File: src/rtl/partsel_byte_sequencer.sv
// Sequenced byte extractor: loads a wide word plus an extraction program and streams
// the selected bytes (data[off +: 8], either bit order) over a valid/ready port.
module partsel_byte_sequencer #(
    parameter int unsigned DATA_W = 256,
    parameter int unsigned OFF_W  = 8,
    parameter int unsigned CNT_W  = 6
) (
    input  logic              clk,
    input  logic              rst_n,
    input  logic              load_valid,
    output logic              load_ready,
    input  logic [DATA_W-1:0] load_data,
    input  logic [OFF_W-1:0]  start_off,
    input  logic [OFF_W-1:0]  stride,
    input  logic [CNT_W-1:0]  count,
    input  logic              msb_first,
    input  logic              abort,
    output logic              out_valid,
    input  logic              out_ready,
    output logic [7:0]        out_byte,
    output logic              out_last,
    output logic              busy,
    output logic              err_ovf
);

    typedef enum logic [0:0] {StIdle, StRun} state_e;

    state_e            state_q, state_d;
    logic [DATA_W-1:0] data_q, data_d;
    logic [OFF_W-1:0]  cur_q, cur_d;
    logic [OFF_W-1:0]  stride_q, stride_d;
    logic [CNT_W-1:0]  remaining_q, remaining_d;
    logic              msb_q, msb_d;
    logic [7:0]        out_byte_q, out_byte_d;
    logic              out_valid_q, out_valid_d;
    logic              out_last_q, out_last_d;
    logic              err_ovf_q, err_ovf_d;

    logic              handshake;
    logic [OFF_W-1:0]  next_off;
    logic [8:0]        ext_load, ext_next;

    // Returns {overflow, byte}; bits past DATA_W-1 read as zero.
    function automatic logic [8:0] extract(input logic [DATA_W-1:0] data,
                                           input logic [OFF_W-1:0]  off,
                                           input logic              msb);
        logic [DATA_W+7:0] shifted;
        logic [7:0]        b;
        logic [OFF_W:0]    end_bit;
        shifted = {8'b0, data} >> off;
        for (int i = 0; i < 8; i++) begin
            b[i] = msb ? shifted[7-i] : shifted[i];
        end
        end_bit = {1'b0, off} + (OFF_W+1)'(7);
        return {end_bit > (OFF_W+1)'(DATA_W-1), b};
    endfunction

    assign handshake = out_valid_q & out_ready;
    assign next_off  = cur_q + stride_q;
    assign ext_load  = extract(load_data, start_off, msb_first);
    assign ext_next  = extract(data_q, next_off, msb_q);

    always_ff @(posedge clk) begin
        if (!rst_n) begin
            state_q <= StIdle;
        end else begin
            state_q <= state_d;
        end
    end

    always_comb begin
        state_d = state_q;
        unique case (state_q)
            StIdle: if (load_valid && count != '0) state_d = StRun;
            StRun:  if (abort || (handshake && out_last_q)) state_d = StIdle;
            default: state_d = StIdle;
        endcase
    end

    always_comb begin
        data_d      = data_q;
        cur_d       = cur_q;
        stride_d    = stride_q;
        remaining_d = remaining_q;
        msb_d       = msb_q;
        out_byte_d  = out_byte_q;
        out_valid_d = out_valid_q;
        out_last_d  = out_last_q;
        err_ovf_d   = err_ovf_q;
        unique case (state_q)
            StIdle: begin
                if (load_valid) begin
                    data_d      = load_data;
                    cur_d       = start_off;
                    stride_d    = stride;
                    remaining_d = count;
                    msb_d       = msb_first;
                    err_ovf_d   = 1'b0;
                    if (count != '0) begin
                        out_valid_d = 1'b1;
                        out_byte_d  = ext_load[7:0];
                        out_last_d  = (count == CNT_W'(1));
                        err_ovf_d   = ext_load[8];
                    end
                end
            end
            StRun: begin
                // Abort wins over any handshake in the same cycle.
                if (abort || (handshake && out_last_q)) begin
                    out_valid_d = 1'b0;
                    out_last_d  = 1'b0;
                end else if (handshake) begin
                    cur_d       = next_off;
                    remaining_d = remaining_q - CNT_W'(1);
                    out_byte_d  = ext_next[7:0];
                    out_last_d  = (remaining_q == CNT_W'(2));
                    err_ovf_d   = err_ovf_q | ext_next[8];
                end
            end
            default: ;
        endcase
    end

    always_ff @(posedge clk) begin
        if (!rst_n) begin
            data_q      <= '0;
            cur_q       <= '0;
            stride_q    <= '0;
            remaining_q <= '0;
            msb_q       <= 1'b0;
            out_byte_q  <= '0;
            out_valid_q <= 1'b0;
            out_last_q  <= 1'b0;
            err_ovf_q   <= 1'b0;
        end else begin
            data_q      <= data_d;
            cur_q       <= cur_d;
            stride_q    <= stride_d;
            remaining_q <= remaining_d;
            msb_q       <= msb_d;
            out_byte_q  <= out_byte_d;
            out_valid_q <= out_valid_d;
            out_last_q  <= out_last_d;
            err_ovf_q   <= err_ovf_d;
        end
    end

    always_comb begin
        load_ready = (state_q == StIdle);
        busy       = (state_q == StRun);
        out_valid  = out_valid_q;
        out_byte   = out_byte_q;
        out_last   = out_last_q;
        err_ovf    = err_ovf_q;
    end

endmodule

File: config.mk
export PLATFORM = sky130hd
export DESIGN_NAME = partsel_byte_sequencer
export DESIGN_NICKNAME = d
export VERILOG_FILES = /design/src/rtl/partsel_byte_sequencer.sv
export SDC_FILE = /design/constraint.sdc
export NUM_CORES = 2
export LEC_CHECK = 0
export BUFFER_PORTS_ARGS = -buffer_cell sky130_fd_sc_hd__clkbuf_2
export CAP_MARGIN = 40
export CORE_UTILIZATION = 60
export CTS_CLUSTER_SIZE = 40
export DETAILED_ROUTE_END_ITERATION = 16
export PLACE_DENSITY_LB_ADDON = 0.15
export SLEW_MARGIN = 0
export SYNTH_ARGS = -nofsm -noshare
export SYNTH_HDL_FRONTEND = slang
export SYNTH_SLANG_ARGS = --single-unit
export TNS_END_PERCENT = 10
File: constraint.sdc
create_clock -name clk -period 4.3 [get_ports clk]
set_input_delay 0.215 -clock clk [delete_from_list [all_inputs] [get_ports clk]]
set_output_delay 0.215 -clock clk [all_outputs]
set_load 0.05 [all_outputs]
## Yosys cells after proc, flatten, opt, wreduce, memory -nomap -nowiden

Index checks and enable logic that the tools add are counted.

| word-level totals | value |
|---|---|
| input port bits | 284 |
| logic and storage cells | 84 |
| output and inout port bits | 13 |
| register bits after elaboration | 291 |

| cells by class | value |
|---|---|
| shift-type cells | 2 |
| add/subtract/negate cells | 4 |
| mux-type cells | 46 |
| equal/unequal tests | 8 |
| magnitude comparators | 2 |
| bitwise logic cells | 3 |
| reduce and logical (&&, ||, !) cells | 9 |

Operators with widths:

| cell | count |
|---|---|
| >> shifter 256 x 8 -> 8 bit | 2 |
| two-way mux 8 bit | 7 |
| one-hot mux 8 bit (2 select lines) | 2 |
| two-way mux 1 bit | 29 |
| adder 8 x 3 -> 9 bit, second input constant | 2 |
| > comparator 9 x 8 -> 1 bit, second input constant | 2 |
| two-way mux 6 bit | 3 |
| one-hot mux 6 bit (2 select lines) | 1 |
| AND reduction 3 bit | 3 |
| adder 8 bit | 1 |
| one-hot mux 1 bit (2 select lines) | 4 |
| equality test 6 x 1 -> 1 bit, second input constant | 1 |
| equality test 6 x 2 -> 1 bit, second input constant | 1 |
| != test 2 x 1 -> 1 bit, second input constant | 3 |
| nonzero test 6 bit | 1 |
| subtractor 6 x 1 -> 6 bit, second input constant | 1 |
| != test 2 bit, second input constant | 2 |
| AND reduction 4 bit | 1 |
| != test 3 x 1 -> 1 bit, second input constant | 1 |
| logical AND 1 bit | 2 |
| AND reduction 2 bit | 1 |
| AND 1 bit | 1 |
| logical OR 1 bit | 1 |
| inverter 1 bit | 1 |
| bitwise OR 1 bit | 1 |

## Longest topological paths before layout

| depth | value |
|---|---|
| word-level depth | 7 |
| gate-level depth with buffers | 16 |
| depth with buffers taken out | 11 |

## Worst setup path before layout

OpenSTA, ideal clock, no wires.

| path | value |
|---|---|
| path type | register -> register |
| from | register cur_q[0] |
| to | register err_ovf_q (netlist: err_ovf) |
| clock period less this slack | 3870 ps |
| arrival | 3810 ps |
| buffers on the path | 5 |
| library setup time | 60 ps |
| slack | 430 ps |
| stages on the path, launching flop included | 17 |
| data required time | 4240 ps |
| cell sequence | dfxtp_1 > ha_1 > fa_1 > buf_2 > inv_2 > buf_1 > buf_2 > buf_2 > buf_1 > ha_1 > or3_1 > o21ai_0 > a21oi_1 > a221oi_1 > a31oi_1 > nor2_1 > o221a_2 |

| on the way | value |
|---|---|
| word-level cells in the longest chain between the ends | 7 |

Ends and longest elaborated chain:

| element | line | text |
|---|---|---|
| start: declaration | 30 | `logic [OFF_W-1:0] cur_q, cur_d;` |
| start signal: assignment | 137 | `cur_q <= cur_d;` |
| adder 8 bit | 59 | `assign next_off = cur_q + stride_q;` |
| adder 8 x 3 -> 9 bit | 54 | `end_bit = {1'b0, off} + (OFF_W+1)'(7);` |
| > comparator 9 x 8 -> 1 bit | 55 | `return {end_bit > (OFF_W+1)'(DATA_W-1), b};` |
| bitwise OR 1 bit | 117 | `err_ovf_d = err_ovf_q \| ext_next[8];` |
| two-way mux 1 bit | 112 | `end else if (handshake) begin` |
| two-way mux 1 bit | 109 | `if (abort \|\| (handshake && out_last_q)) begin` |
| one-hot mux 1 bit (2 select lines) | 90 | `unique case (state_q)` |
| end signal: assignment | 144 | `err_ovf_q <= err_ovf_d;` |
| end: declaration | 37 | `logic err_ovf_q, err_ovf_d;` |

Every way passes these cells. The select of a mux whose other input is x is not followed.
A chain may end at the register's enable or synchronous reset.

## Final worst setup path

| path | value |
|---|---|
| from | register cur_q[0] |
| to | register out_byte_q[6] (netlist: out_byte[6]) |

| on the way | value |
|---|---|
| word-level cells in the longest chain between the ends | 6 |

Ends and longest elaborated chain:

| element | line | text |
|---|---|---|
| adder 8 bit | 59 |  |
| >> shifter 256 x 8 -> 8 bit | 50 | `shifted = {8'b0, data} >> off;` |
| two-way mux 1 bit | 52 | `b[i] = msb ? shifted[7-i] : shifted[i];` |
| two-way mux 8 bit | 112 |  |
| two-way mux 8 bit | 109 |  |
| one-hot mux 8 bit (2 select lines) | 90 |  |
| end signal: assignment | 141 | `out_byte_q <= out_byte_d;` |
| end: declaration | 34 | `logic [7:0] out_byte_q, out_byte_d;` |

Every way passes these cells. The select of a mux whose other input is x is not followed.

==> impl_metrics.py <==
metrics = {
    "worst_setup_path": {
        "path_class": "flop to flop",
        "critPathTopFamily": "buffers and inverters",
        "crit_chain": "ha_4, fa_4, inv_2, buf_12, buf_4, mux2i_1, nand2_1, a21oi_1, a21oi_1, mux4_2, a221oi_1, and3_1, a311o_1",
        "crit_fanout": 19,
        "cpMostUsedCell": "a21oi_1",
        "required_ns": 4.85,
        "cp_slowest_stage_delay_ns": 0.67,
        "cp.arrival_ns": 4.59,
        "cpMaxStageDelayCell": "fa_4",
        "critPathLaunchType": "flop",
        "crit_buf_inv": 3,
        "end_kind": "flop",
    },
    "sta": {
        "max_freq_mhz": 247,
        "worst_clock_skew_ns": 0.0219,
        "period_needed_ns": 4.04,
        "setup_tns_ns": 0,
        "setup_viol": 0,
        "tightest_slew_ns": 1.41,
        "max_slew_margin_pct": 6.33,
        "rsz0062_at_grt": "no",
        "hold_violations": 0,
        "period_share_pct": 94.0,
        "slew_viol_final": 0,
    },
    "power_and_ir_drop": {
        "ir_drop_v": 0.000435,
        "power_mw": 12.8,
        "power.leakage_nw": 14.5,
        "power_density_nw_per_um2": 325,
    },
    "cells_and_area": {
        "mostFrequentLayoutCells": "nand2_1 (781), mux4_2 (599), clkbuf_2 (292)",
        "final_common_cell": "nand2_1",
        "final_nets": 3977,
        "drive_gt1_share_pct": 34.0,
        "postLayoutCellArea_um2": 39400,
        "area_delta_synth_final_pct": 11.1,
    },
    "clock_tree": {
        "cts.path.max_buffers": 3,
        "cts_resized": 0,
        "cts_sinks": 291,
        "cts_tree": "done",
        "cts_inserted_buffers": 28,
        "clk_pin_slew_ns": 0.07,
        "cts_root_buffer": "clkbuf_16",
        "insertion_delay_ns": 0.60,
        "htreeDepth": 1,
    },
    "synthesis": {
        "synthesis.area_um2": 35400,
        "yosys_register_bits": 291,
        "synth.avg_cell_area_um2": 10.2,
        "synth_top_cell_by_area": "mux4_2",
        "synth_edf_count": 0,
        "yosysUniqueCellTypes": 85,
        "yosys_warnings": 0,
        "yosys.area.top_type_share_pct": 38.1,
        "synth.net_count": 3773,
        "syn_inst": 3475,
        "synth_ff_type": "dfxtp_1",
        "seq_area_frac_synth_pct": 16.4,
        "synthTopCellsByArea": "mux4_2 (38%), dfxtp_1 (16%), nand2_1 (8.3%), mux2i_1 (7.5%), a21boi_0 (5.7%)",
        "async_flop_share_pct": 0,
    },
    "grt": {
        "grt_max_degree": 198,
        "antenna_found_initial": 12,
        "overflow": 0,
        "grt_first_pass_wirelength_um": 228000,
        "grt_pass1_vias": 33900,
        "globalRouteTotalUtil_pct": 51.6,
    },
    "route": {
        "avgRoutedWirePerCell_um": 35.0,
        "first_iter_violations": 6790,
        "routed_via_density": 8.04,
        "ant_nets": 0,
        "first_pass_iters": 9,
        "vias": 35900,
        "drcViolationCount": 0,
        "wirelength_um": 157000,
    },
    "floorplanning": {
        "die-area_um2": 60100,
        "fp.dieH_um": 245,
        "rows": 88,
        "core_area_um2": 58000,
        "start_util_pct": 61.1,
        "die_width_um": 245,
        "pin_count": 297,
    },
    "placed_design": {
        "dpl_cell_area_um2": 37800,
        "hpwl_um": 119000,
        "port_buffers": 296,
        "gp_congestion": 1.13,
    },
    "status": {
        "status": "complete, no violations",
    },
    "job": {
        "drv_cap": 0,
    },
    "worst_hold_path": {
        "hp-class": "input port to flop",
    },
}
[layout make-up]
type / count / area, um2
Antenna cell: 5 / 12.5
Clock buffer: 38 / 840
Clock inverter: 14 / 218
Fill cell: 4428 / 18600
Inverter: 22 / 85.1
Multi-Input combinational cell: 2792 / 27500
Sequential cell: 291 / 5830
Tap cell: 765 / 957
Timing Repair Buffer: 544 / 3920
[metal layers]
layer | vias to the layer above | part of all wire, % | global-route usage [%]
met3 | 675 | 19 | 25.9
met4 | 12 | 5.7 | 21.4
met1 | 17400 | 35 | 69.9
li1 | 14100 | - | -
met2 | 3736 | 40 | 69.3
met5 | - | 0.054 | 0
[final timing paths]
kind	from	endpoint	slack, ns	depth (start not counted)
setup / recovery	cur_q[0]	out_byte[6]	0.26	13
hold / removal	load_data[151]	data_q[151]	0.02	3
setup reg to reg	cur_q[0]	out_byte[6]	0.26	13
hold reg to reg	data_q[0]	data_q[0]	0.48	2
[registers in the layout, summed over array words and instances (netlist names)]
name         flops
remaining_q      6
stride_q         8
out_byte         8
busy             1
cur_q            8
data_q         256
out_valid        1
msb_q            1
out_last         1
err_ovf          1
[worst register-to-register path: stages, from the launching register on]
cell and delay (ns):
dfxtp_1 0.39, ha_4 0.18, fa_4 0.67, inv_2 0.38, buf_12 0.25, buf_4 0.28, mux2i_1 0.29, nand2_1 0.09
a21oi_1 0.16, a21oi_1 0.09, mux4_2 0.49, a221oi_1 0.41, and3_1 0.22, a311o_1 0.11
[metrics by stage]
| stage | setup WS (ns) | cells | hold slack (ns) | utilization (%) |
|---|---|---|---|---|
| floorplan | 0.430 | 3475 | 0.360 | - |
| global placement | 0.292 | 4358 | 0.451 | 65.1 |
| detailed placement | 0.313 | 4362 | 0.461 | 65.1 |
| CTS | 0.281 | 4460 | 0.000189 | 67.7 |
| global route | 0.126 | 4466 | 0.0171 | 67.8 |
| finish | 0.257 | 4471 | 0.0226 | 67.9 |
[power by group]
part | switching (mW) | internal (mW) | total, mW
combinational | 3.80 | 2.96 | 6.75
sequential | 0.306 | 2.89 | 3.20
clock | 1.16 | 1.67 | 2.83
[timing repair]
| action | in CTS | in global routing |
|---|---|---|
| hold buffers | 46 | 0 |
| endpoints found under the setup margin | 0 | 2 |
| setup buffers | 0 | 5 |
| hold endpoints to repair | 46 | 0 |
[synthesized netlist by cell type, types with 8 or more instances]
cell	number
a21boi_0	269
o211a_1	10
buf_2	104
o21a_1	8
nand2_1	783
clkbuf_1	156
buf_12	8
a211oi_1	41
buf_4	45
o221ai_1	11
a221oi_1	12
inv_1	16
nor3_1	29
nand4_1	14
buf_1	23
nand3_1	57
nor2b_1	26
o211ai_1	38
dfxtp_1	291
o21ai_0	85
mux4_2	599
o22ai_1	33
buf_6	28
or3_1	8
o2111ai_1	14
nor2_1	99
ha_1	13
and3_1	13
mux2i_1	266
mux4_1	16
a211o_1	9
a21oi_1	73
mux2_2	79
nor4_1	13
a31oi_1	18
a22oi_1	37
[cell families (layout without fill, tap and decap cells)]
kind of cell | count (synthesis) | in the layout | share of synthesized area, %
other | 0 | 5 | 0
buffers and inverters | 392 | 618 | 6.14
flip-flops | 291 | 291 | 16.4
XOR/XNOR | 5 | 5 | 0.145
AND/OR/NAND/NOR | 1072 | 1072 | 12.5
AO/OA/AOI/OAI | 741 | 741 | 15.0
adder cells (fa/ha/maj) | 14 | 14 | 0.515
multiplexers | 960 | 960 | 49.3
(Power assumes the default switching activity.)
